[src/rtl/cpu_bus_arb_if.sv]
// Single-beat CPU-side bus: request, write enable, byte selects, address and write data
// from the master; read data and a one-cycle acknowledge from the slave.
interface cpu_bus_arb_if #(
  parameter int AW = 24
) ();
  logic          cs;
  logic          we;
  logic [3:0]    sel;
  logic [AW-1:0] adr;
  logic [31:0]   dat_w;
  logic [31:0]   dat_r;
  logic          ack;

  modport master (output cs, we, sel, adr, dat_w, input dat_r, ack);
  modport slave  (input cs, we, sel, adr, dat_w, output dat_r, ack);
endinterface

[src/rtl/cpu_bus_arb.sv]
// Two-master to one-slave arbiter merging the CPU instruction and data ports onto the
// memory port, with an optional watchdog that terminates hung transfers.
module cpu_bus_arb #(
  parameter int AW      = 24,
  parameter int DPRIO   = 0,
  parameter int TIMEOUT = 0,
  parameter int TO_W    = 8
) (
  input  logic          clk,
  input  logic          rst,
  cpu_bus_arb_if.slave  icpu,
  cpu_bus_arb_if.slave  dcpu,
  cpu_bus_arb_if.master mem,
  output logic          bus_err,
  output logic [1:0]    gnt
);
  typedef enum logic [1:0] {
    IDLE  = 2'b00,
    GNT_I = 2'b01,
    GNT_D = 2'b10
  } state_t;

  localparam bit              WD_EN  = (TIMEOUT > 0);
  localparam logic [TO_W-1:0] WD_LIM = TO_W'((TIMEOUT > 0) ? (TIMEOUT - 1) : 0);
  localparam logic [TO_W-1:0] WD_ONE = TO_W'(1);

  state_t          state_r;
  state_t          state_nxt_s;
  logic            last_d_r;
  logic [TO_W-1:0] wd_cnt_r;
  logic            bus_err_r;
  logic            timeout_s;
  logic            mem_cs_s;
  logic            mem_we_s;
  logic [3:0]      mem_sel_s;
  logic [AW-1:0]   mem_adr_s;
  logic [31:0]     mem_dat_w_s;
  logic            i_ack_s;
  logic            d_ack_s;
  logic [31:0]     i_dat_s;
  logic [31:0]     d_dat_s;

  // Watchdog expiry: the last permitted grant cycle passes without a slave ack
  always_comb begin
    timeout_s = 1'b0;
    if (WD_EN && (state_r != IDLE) && !mem.ack && (wd_cnt_r == WD_LIM)) begin
      timeout_s = 1'b1;
    end else begin
      timeout_s = 1'b0;
    end
  end

  // Next state: grant decision in IDLE, single exit from a grant on ack or watchdog
  always_comb begin
    state_nxt_s = state_r;
    case (state_r)
      IDLE: begin
        if (icpu.cs && dcpu.cs) begin
          if (DPRIO != 0) begin
            state_nxt_s = GNT_D;
          end else if (last_d_r) begin
            state_nxt_s = GNT_I;
          end else begin
            state_nxt_s = GNT_D;
          end
        end else if (icpu.cs) begin
          state_nxt_s = GNT_I;
        end else if (dcpu.cs) begin
          state_nxt_s = GNT_D;
        end else begin
          state_nxt_s = IDLE;
        end
      end
      GNT_I, GNT_D: begin
        if (mem.ack || timeout_s) begin
          state_nxt_s = IDLE;
        end else begin
          state_nxt_s = state_r;
        end
      end
      default: state_nxt_s = IDLE;
    endcase
  end

  // Grant state, round-robin history, per-transfer watchdog count and sticky error flag
  always_ff @(posedge clk) begin
    if (rst) begin
      state_r   <= IDLE;
      last_d_r  <= 1'b0;
      wd_cnt_r  <= {TO_W{1'b0}};
      bus_err_r <= 1'b0;
    end else begin
      state_r <= state_nxt_s;
      if ((state_r == IDLE) && (state_nxt_s != IDLE)) begin
        last_d_r <= (state_nxt_s == GNT_D);
      end else begin
        last_d_r <= last_d_r;
      end
      // Held at zero in IDLE so every grant starts counting from a clean slate
      if (state_r == IDLE) begin
        wd_cnt_r <= {TO_W{1'b0}};
      end else if (!mem.ack) begin
        wd_cnt_r <= wd_cnt_r + WD_ONE;
      end else begin
        wd_cnt_r <= wd_cnt_r;
      end
      bus_err_r <= bus_err_r | timeout_s;
    end
  end

  // Memory-side mux: granted master drives the slave, data master is the idle default
  always_comb begin
    mem_cs_s = (state_r != IDLE);
    if (state_r == GNT_I) begin
      mem_we_s    = icpu.we;
      mem_sel_s   = icpu.sel;
      mem_adr_s   = icpu.adr;
      mem_dat_w_s = icpu.dat_w;
    end else begin
      mem_we_s    = dcpu.we;
      mem_sel_s   = dcpu.sel;
      mem_adr_s   = dcpu.adr;
      mem_dat_w_s = dcpu.dat_w;
    end
  end

  // Ack goes only to the granted master; a watchdog ack returns zero data
  always_comb begin
    i_ack_s = 1'b0;
    d_ack_s = 1'b0;
    i_dat_s = mem.dat_r;
    d_dat_s = mem.dat_r;
    case (state_r)
      GNT_I: begin
        i_ack_s = mem.ack | timeout_s;
        if (timeout_s) begin
          i_dat_s = 32'h0000_0000;
        end else begin
          i_dat_s = mem.dat_r;
        end
      end
      GNT_D: begin
        d_ack_s = mem.ack | timeout_s;
        if (timeout_s) begin
          d_dat_s = 32'h0000_0000;
        end else begin
          d_dat_s = mem.dat_r;
        end
      end
      default: begin
        i_ack_s = 1'b0;
        d_ack_s = 1'b0;
      end
    endcase
  end

  assign mem.cs     = mem_cs_s;
  assign mem.we     = mem_we_s;
  assign mem.sel    = mem_sel_s;
  assign mem.adr    = mem_adr_s;
  assign mem.dat_w  = mem_dat_w_s;
  assign icpu.ack   = i_ack_s;
  assign icpu.dat_r = i_dat_s;
  assign dcpu.ack   = d_ack_s;
  assign dcpu.dat_r = d_dat_s;
  assign bus_err    = bus_err_r;
  assign gnt        = state_r;
endmodule

[src/flat_wrapper.sv]
// flat-port wrapper written by rule: the top's interface ports become plain ports
module cpu_bus_arb_flat 
#(
  parameter int AW      = 24,
  parameter int DPRIO   = 0,
  parameter int TIMEOUT = 0,
  parameter int TO_W    = 8
)
  (clk, rst, bus_err, gnt, icpu_cs, icpu_we, icpu_sel, icpu_adr, icpu_dat_w, icpu_dat_r, icpu_ack, dcpu_cs, dcpu_we, dcpu_sel, dcpu_adr, dcpu_dat_w, dcpu_dat_r, dcpu_ack, mem_cs, mem_we, mem_sel, mem_adr, mem_dat_w, mem_dat_r, mem_ack);
  cpu_bus_arb_if #(.AW(AW)) icpu_i ();
  cpu_bus_arb_if #(.AW(AW)) dcpu_i ();
  cpu_bus_arb_if #(.AW(AW)) mem_i ();
  input  logic clk;
  input  logic rst;
  output logic bus_err;
  output logic [1:0] gnt;
  input wire logic [$bits(icpu_i.cs)-1:0] icpu_cs;
  input wire logic [$bits(icpu_i.we)-1:0] icpu_we;
  input wire logic [$bits(icpu_i.sel)-1:0] icpu_sel;
  input wire logic [$bits(icpu_i.adr)-1:0] icpu_adr;
  input wire logic [$bits(icpu_i.dat_w)-1:0] icpu_dat_w;
  output wire logic [$bits(icpu_i.dat_r)-1:0] icpu_dat_r;
  output wire logic [$bits(icpu_i.ack)-1:0] icpu_ack;
  input wire logic [$bits(dcpu_i.cs)-1:0] dcpu_cs;
  input wire logic [$bits(dcpu_i.we)-1:0] dcpu_we;
  input wire logic [$bits(dcpu_i.sel)-1:0] dcpu_sel;
  input wire logic [$bits(dcpu_i.adr)-1:0] dcpu_adr;
  input wire logic [$bits(dcpu_i.dat_w)-1:0] dcpu_dat_w;
  output wire logic [$bits(dcpu_i.dat_r)-1:0] dcpu_dat_r;
  output wire logic [$bits(dcpu_i.ack)-1:0] dcpu_ack;
  output wire logic [$bits(mem_i.cs)-1:0] mem_cs;
  output wire logic [$bits(mem_i.we)-1:0] mem_we;
  output wire logic [$bits(mem_i.sel)-1:0] mem_sel;
  output wire logic [$bits(mem_i.adr)-1:0] mem_adr;
  output wire logic [$bits(mem_i.dat_w)-1:0] mem_dat_w;
  input wire logic [$bits(mem_i.dat_r)-1:0] mem_dat_r;
  input wire logic [$bits(mem_i.ack)-1:0] mem_ack;
  assign icpu_i.cs = icpu_cs;
  assign icpu_i.we = icpu_we;
  assign icpu_i.sel = icpu_sel;
  assign icpu_i.adr = icpu_adr;
  assign icpu_i.dat_w = icpu_dat_w;
  assign icpu_dat_r = icpu_i.dat_r;
  assign icpu_ack = icpu_i.ack;
  assign dcpu_i.cs = dcpu_cs;
  assign dcpu_i.we = dcpu_we;
  assign dcpu_i.sel = dcpu_sel;
  assign dcpu_i.adr = dcpu_adr;
  assign dcpu_i.dat_w = dcpu_dat_w;
  assign dcpu_dat_r = dcpu_i.dat_r;
  assign dcpu_ack = dcpu_i.ack;
  assign mem_cs = mem_i.cs;
  assign mem_we = mem_i.we;
  assign mem_sel = mem_i.sel;
  assign mem_adr = mem_i.adr;
  assign mem_dat_w = mem_i.dat_w;
  assign mem_i.dat_r = mem_dat_r;
  assign mem_i.ack = mem_ack;
  cpu_bus_arb #(.AW(AW), .DPRIO(DPRIO), .TIMEOUT(TIMEOUT), .TO_W(TO_W)) u_core (.clk(clk), .rst(rst), .icpu(icpu_i), .dcpu(dcpu_i), .mem(mem_i), .bus_err(bus_err), .gnt(gnt));
endmodule
[config.mk]
export PLATFORM = sky130hd
export DESIGN_NAME = cpu_bus_arb_flat
export DESIGN_NICKNAME = d
export VERILOG_FILES = /design/src/rtl/cpu_bus_arb_if.sv /design/src/rtl/cpu_bus_arb.sv /design/src/flat_wrapper.sv
export SDC_FILE = /design/constraint.sdc
export NUM_CORES = 1
export LEC_CHECK = 0
export BUFFER_PORTS_ARGS = -buffer_cell sky130_fd_sc_hd__buf_2
export CAP_MARGIN = 20
export CORE_AREA = 2 2 111 113
export CTS_CLUSTER_SIZE = 8
export DETAILED_ROUTE_END_ITERATION = 10
export DIE_AREA = 0 0 113 115
export HOLD_SLACK_MARGIN = 0.08
export PLACE_DENSITY = 0.53
export SETUP_SLACK_MARGIN = 0.02
export SKIP_LAST_GASP = 1
export SLEW_MARGIN = 40
export SYNTH_ARGS = -nofsm -noshare
export SYNTH_HDL_FRONTEND = slang
export SYNTH_SLANG_ARGS = --single-unit
[constraint.sdc]
create_clock -name clk -period 1.89 [get_ports clk]
set_input_delay 0.0945 -clock clk [delete_from_list [all_inputs] [get_ports clk]]
set_output_delay 0.0945 -clock clk [all_outputs]
set_load 0.05 [all_outputs]
==> After elaboration in Yosys (flattened, before gate mapping) <==
Index checks and enable logic that the tools add are counted.
{ "op_classes": {"bitwise_logic": 0, "n_addsub": 0, "n_shift": 0, "n_reduce_logical": 6, "n_div": 0, "order_cmp": 0, "mux": 12, "n_mul": 0, "n_eq_ne": 3} }
{ "ops": {"columns": ["op", "n"], "rows": [
  ["32-bit two-way mux", 1],
  ["24-bit two-way mux", 1],
  ["2-bit two-way mux", 5],
  ["2-bit equality test (second input constant)", 2],
  ["4-bit two-way mux", 1],
  ["2-bit case mux with 2 select lines", 1],
  ["2-bit nonzero test", 2],
  ["1-bit two-way mux", 3],
  ["2-bit by 1-bit equality test with 1-bit output (second input constant)", 1],
  ["1-bit logical AND", 2],
  ["2-bit zero test", 1],
  ["2-bit OR reduction", 1]
]} }
{ "word_totals": {"output_inout_bits": 131, "latch_bits": 0, "romBits": 0, "wordCells": 23, "reg_bits": 3, "inputBits": 159, "ramBits": 0, "memories": 0} }

==> Logic depth before layout (Yosys ltp) <==
{ "depth": {"word_depth": 6, "depth_mapped": 5, "depth_no_buf": 5} }

==> Least setup slack after synthesis <==
Ideal clock, no wire load.
{ "synth_path": {"path_type": "flip-flop to output port", "from": "register u_core.state_r[1], in the netlist u_core.gnt[1]", "to": "output mem_adr[0]", "path_stages_with_launch": 6, "n_path_buf": 2, "required_ns": 1.796, "path_slack_ns": 0.124, "arrival_time_ns": 1.671, "cell_sequence": "dfxtp_1 -> inv_1 -> ha_1 -> buf_6 -> buf_12 -> mux2_4"} }
{ "synth_via": {"elab_chain_cells": 2} }
{ "synth_lines": {"columns": ["item", "line_no", "source"], "rows": [
  ["start: declaration", "cpu_bus_arb.sv:27", "state_t state_r;"],
  ["start signal: assignment", "cpu_bus_arb.sv:93", "state_r <= state_nxt_s;"],
  ["2-bit by 1-bit equality test with 1-bit output", "cpu_bus_arb.sv:114", "if (state_r == GNT_I) begin"],
  ["24-bit two-way mux", "cpu_bus_arb.sv:114", null],
  ["end: declaration", "flat_wrapper.sv:34", "output wire logic [$bits(mem_i.adr)-1:0] mem_adr;"]
]} }
No other way between the ends.

==> Worst setup path after layout <==
{ "layout_path": {"from": "register u_core.state_r[0], in the netlist u_core.gnt[0]", "to": "output mem_dat_w[25]"} }
{ "layout_via": {"elab_chain_cells": 2} }
{ "layout_lines": {"columns": ["item", "line_no", "source"], "rows": [
  ["2-bit by 1-bit equality test with 1-bit output", "cpu_bus_arb.sv:114", null],
  ["32-bit two-way mux", "cpu_bus_arb.sv:114", null],
  ["end: declaration", "flat_wrapper.sv:35", "output wire logic [$bits(mem_i.dat_w)-1:0] mem_dat_w;"]
]} }
No other way between the ends.

==> impl_metrics.csv <==
group,metric,value,unit
run_status,status,"finished, violations left",
run_status,violations,"DRC",
logic_synthesis,syn-num-nets,321,
logic_synthesis,yosysTopAreaCellShare,50.68,%
logic_synthesis,async_reset_ff_share,0,%
floorplanning,core-area,11810,sq um
layout,layout.cells.non_filler,438,
timing,hold_violations,0,
placement,hpwl,4607,um
power_and_ir_drop,power_density,589.3,nW/um^2
clock_network,clk_latency,0.22,ns
clock_network,htreeDepth,1,
logic_synthesis,yosys_warnings,0,
timing,setup_viol,0,
clock_network,cts_buffer_depth,2,
layout,diodes,0,
global_route,grt_first_pass_wirelength,7017,um
logic_synthesis,synthesis.area,1748,sq um
detailed_routing,drtAntennaViolNets,0,
logic_synthesis,synthFlopType,"dfxtp_1",
logic_synthesis,synth_top_family_by_area,"multiplexers",
logic_synthesis,yosys.area_share.adder,2.863,%
timing,slew_violations,0,
timing,period_needed,1.816,ns
logic_synthesis,synth_common_cells,"buf_4, mux2_4, buf_12",
logic_synthesis,ys_seq_area_share,3.436,%
logic_synthesis,synthMuxAreaShare,51.97,%
global_route,overflow,0,
logic_synthesis,netlist_instances,158,
worst_hold_path,hold_class,"in2reg",
logic_synthesis,synthSimpleGateAreaFrac,3.221,%
timing,post-route-period-util,96.11,%
clock_network,path_clk_slew,0.03,ns
layout,finalNetCount,455,
layout,finalCoreUtilization,20.95,%
logic_synthesis,avgSynthCellArea,11.06,sq um
detailed_routing,vias,1535,
detailed_routing,drcViolationCount,20,
clock_network,cts_made_buffers,3,
detailed_routing,wl_per_cell,12.13,um
placement,dp_cells,429,
logic_synthesis,synth.top_cells.by_area,"mux2_4, buf_4, buf_12, dfxtp_1, ha_1",
timing,setup_tns,0,ns
layout,drive_above_1_share,91.41,%
power_and_ir_drop,vdd_ir_drop_max,311.0,uV
worst_setup_path,crit_fanout,10,
floorplanning,io_pins,290,
clock_network,cts_sinks,3,
detailed_routing,drt_iter0_drc,60,
floorplanning,initial_core_util,14.80,%
detailed_routing,drt_wl_total,5312,um
floorplanning,die_y,115,um
job,cap_violations,0,
logic_synthesis,ys_types,20,
floorplanning,die-area,13000,sq um
layout,num-fill-cells,1307,
worst_setup_path,criticalPathCategory,"reg2out",
timing,setup_ws,0.07350,ns
layout,area_growth,41.59,%
detailed_routing,viasPerCell,3.505,
logic_synthesis,ys_ff_latch,3,
global_route,grt_use_total,6.541,%
clock_network,clockRootBuffer,"clkbuf_16",
logic_synthesis,synth_edf_count,0,
worst_setup_path,critPathCaptureType,"primary output",
logic_synthesis,synth_xor_area_share,0,%
timing,skew,0.001505,ns
logic_synthesis,synth_most_common_cell,"buf_4",
logic_synthesis,yosys.area.top_type,"mux2_4",
placement,pre_cts_slack,0.2562,ns
floorplanning,placement_rows,40,
worst_setup_path,cp-start-kind,"flop",
clock_network,cts_tree,"yes",
logic_synthesis,synth-compound-area-share,2.219,%
clock_network,hold_buffers,0,
placement,numPortBuffers,192,
global_route,grt_max_degree,28,
floorplanning,chipWidth,113,um
detailed_routing,dr.pass1.iters,7,
clock_network,ctsResizeCount,0,
placement,place_congestion,0.6798,
power_and_ir_drop,leakagePower,1.403,nW
worst_setup_path,arrival,1.72,ns
global_route,first_global_vias,1487,
timing,fmax,550.5,MHz
worst_setup_path,crit_required,1.80,ns
global_route,grt_antenna_before_repair,0,
timing,hold-worst-slack,0.09273,ns
timing,rsz0062_at_grt,"false",
## where the power goes
group          leakage (nW)  internal, mW  switching [mW]
logic                  1.34         0.401           0.647
clock network        0.0382         0.278          0.0538
registers            0.0248        0.0713         0.00753
## layout by cell type, fill, tap and decap left out, types with 2 or more instances in the layout
cell	synthesis	final
and2_1	2	2
and3b_1	2	2
buf_12	6	2
buf_2	0	192
buf_4	65	6
clkbuf_16	0	4
dfxtp_1	3	3
ha_1	4	3
inv_1	3	3
mux2_2	2	2
mux2_4	59	59
nor3_1	2	2
## routing by layer
metal | routed length (um) | vias to the layer above | GRT usage (%)
li1 | - | 739 | -
met1 | 1768 | 675 | 6.922
met2 | 2812 | 117 | 12.73
met3 | 723 | 4 | 2.372
met4 | 8 | 0 | 0.8130
met5 | 0 | - | 0
## logic make-up (layout without fill, tap and decap cells)
| kind of cell | count (synthesis) | after routing |
|---|---|---|
| simple gates | 9 | 9 |
| mux | 61 | 61 |
| buf+inv | 75 | 208 |
| other cells | 1 | 1 |
| fa+ha+maj | 4 | 4 |
| flops | 3 | 3 |
| compound gates | 5 | 5 |
## stage by stage
| step | power [mW] | area (sq um) |
|---|---|---|
| floorplan | 1.242 | 1748 |
| global placement | 1.109 | 2341 |
| detailed placement | 1.115 | 2341 |
| CTS | 1.454 | 2420 |
| global route | 1.518 | 2475 |
| finish | 1.458 | 2475 |
## worst paths after layout
path                                 startpoint              end  slack (ns)  depth (start not counted)
worst max-delay path              u_core.gnt[0]    mem_dat_w[25]        0.07                          4
worst min-delay path                        rst    u_core.gnt[0]        0.09                          2
worst max register to register    u_core.gnt[0]  u_core.last_d_r        0.36                          5
worst min register to register  u_core.last_d_r  u_core.last_d_r        0.64                          2
## flip-flops by register name, indices dropped and copies added, names as in the netlist
| name | cells |
|---|---|
| u_core.last_d_r | 1 |
| u_core.gnt | 2 |
## final cells by class
cell class,instances,area [sq um],area share [%]
clock buffers,4,78.83,3.185
inverters,3,11.26,0.4550
multi-input cells,80,1070,43.23
flip-flops and latches,3,60.06,2.427
well taps,147,183.9,7.432
repair buffers,201,1071,43.28
## critical path, cell delays in order, from the launching register on
cell and delay [ns]:
dfxtp_1 0.44, ha_4 0.29, buf_4 0.24, mux2_4 0.32, buf_2 0.22
## timing repair
action	4_1_cts	5_1_grt
setup buffers	0	4
gates cloned	0	1
setup endpoints to repair	1	35
endpoints found under the hold margin	0	0
Power figures use the tool's default switching activity.
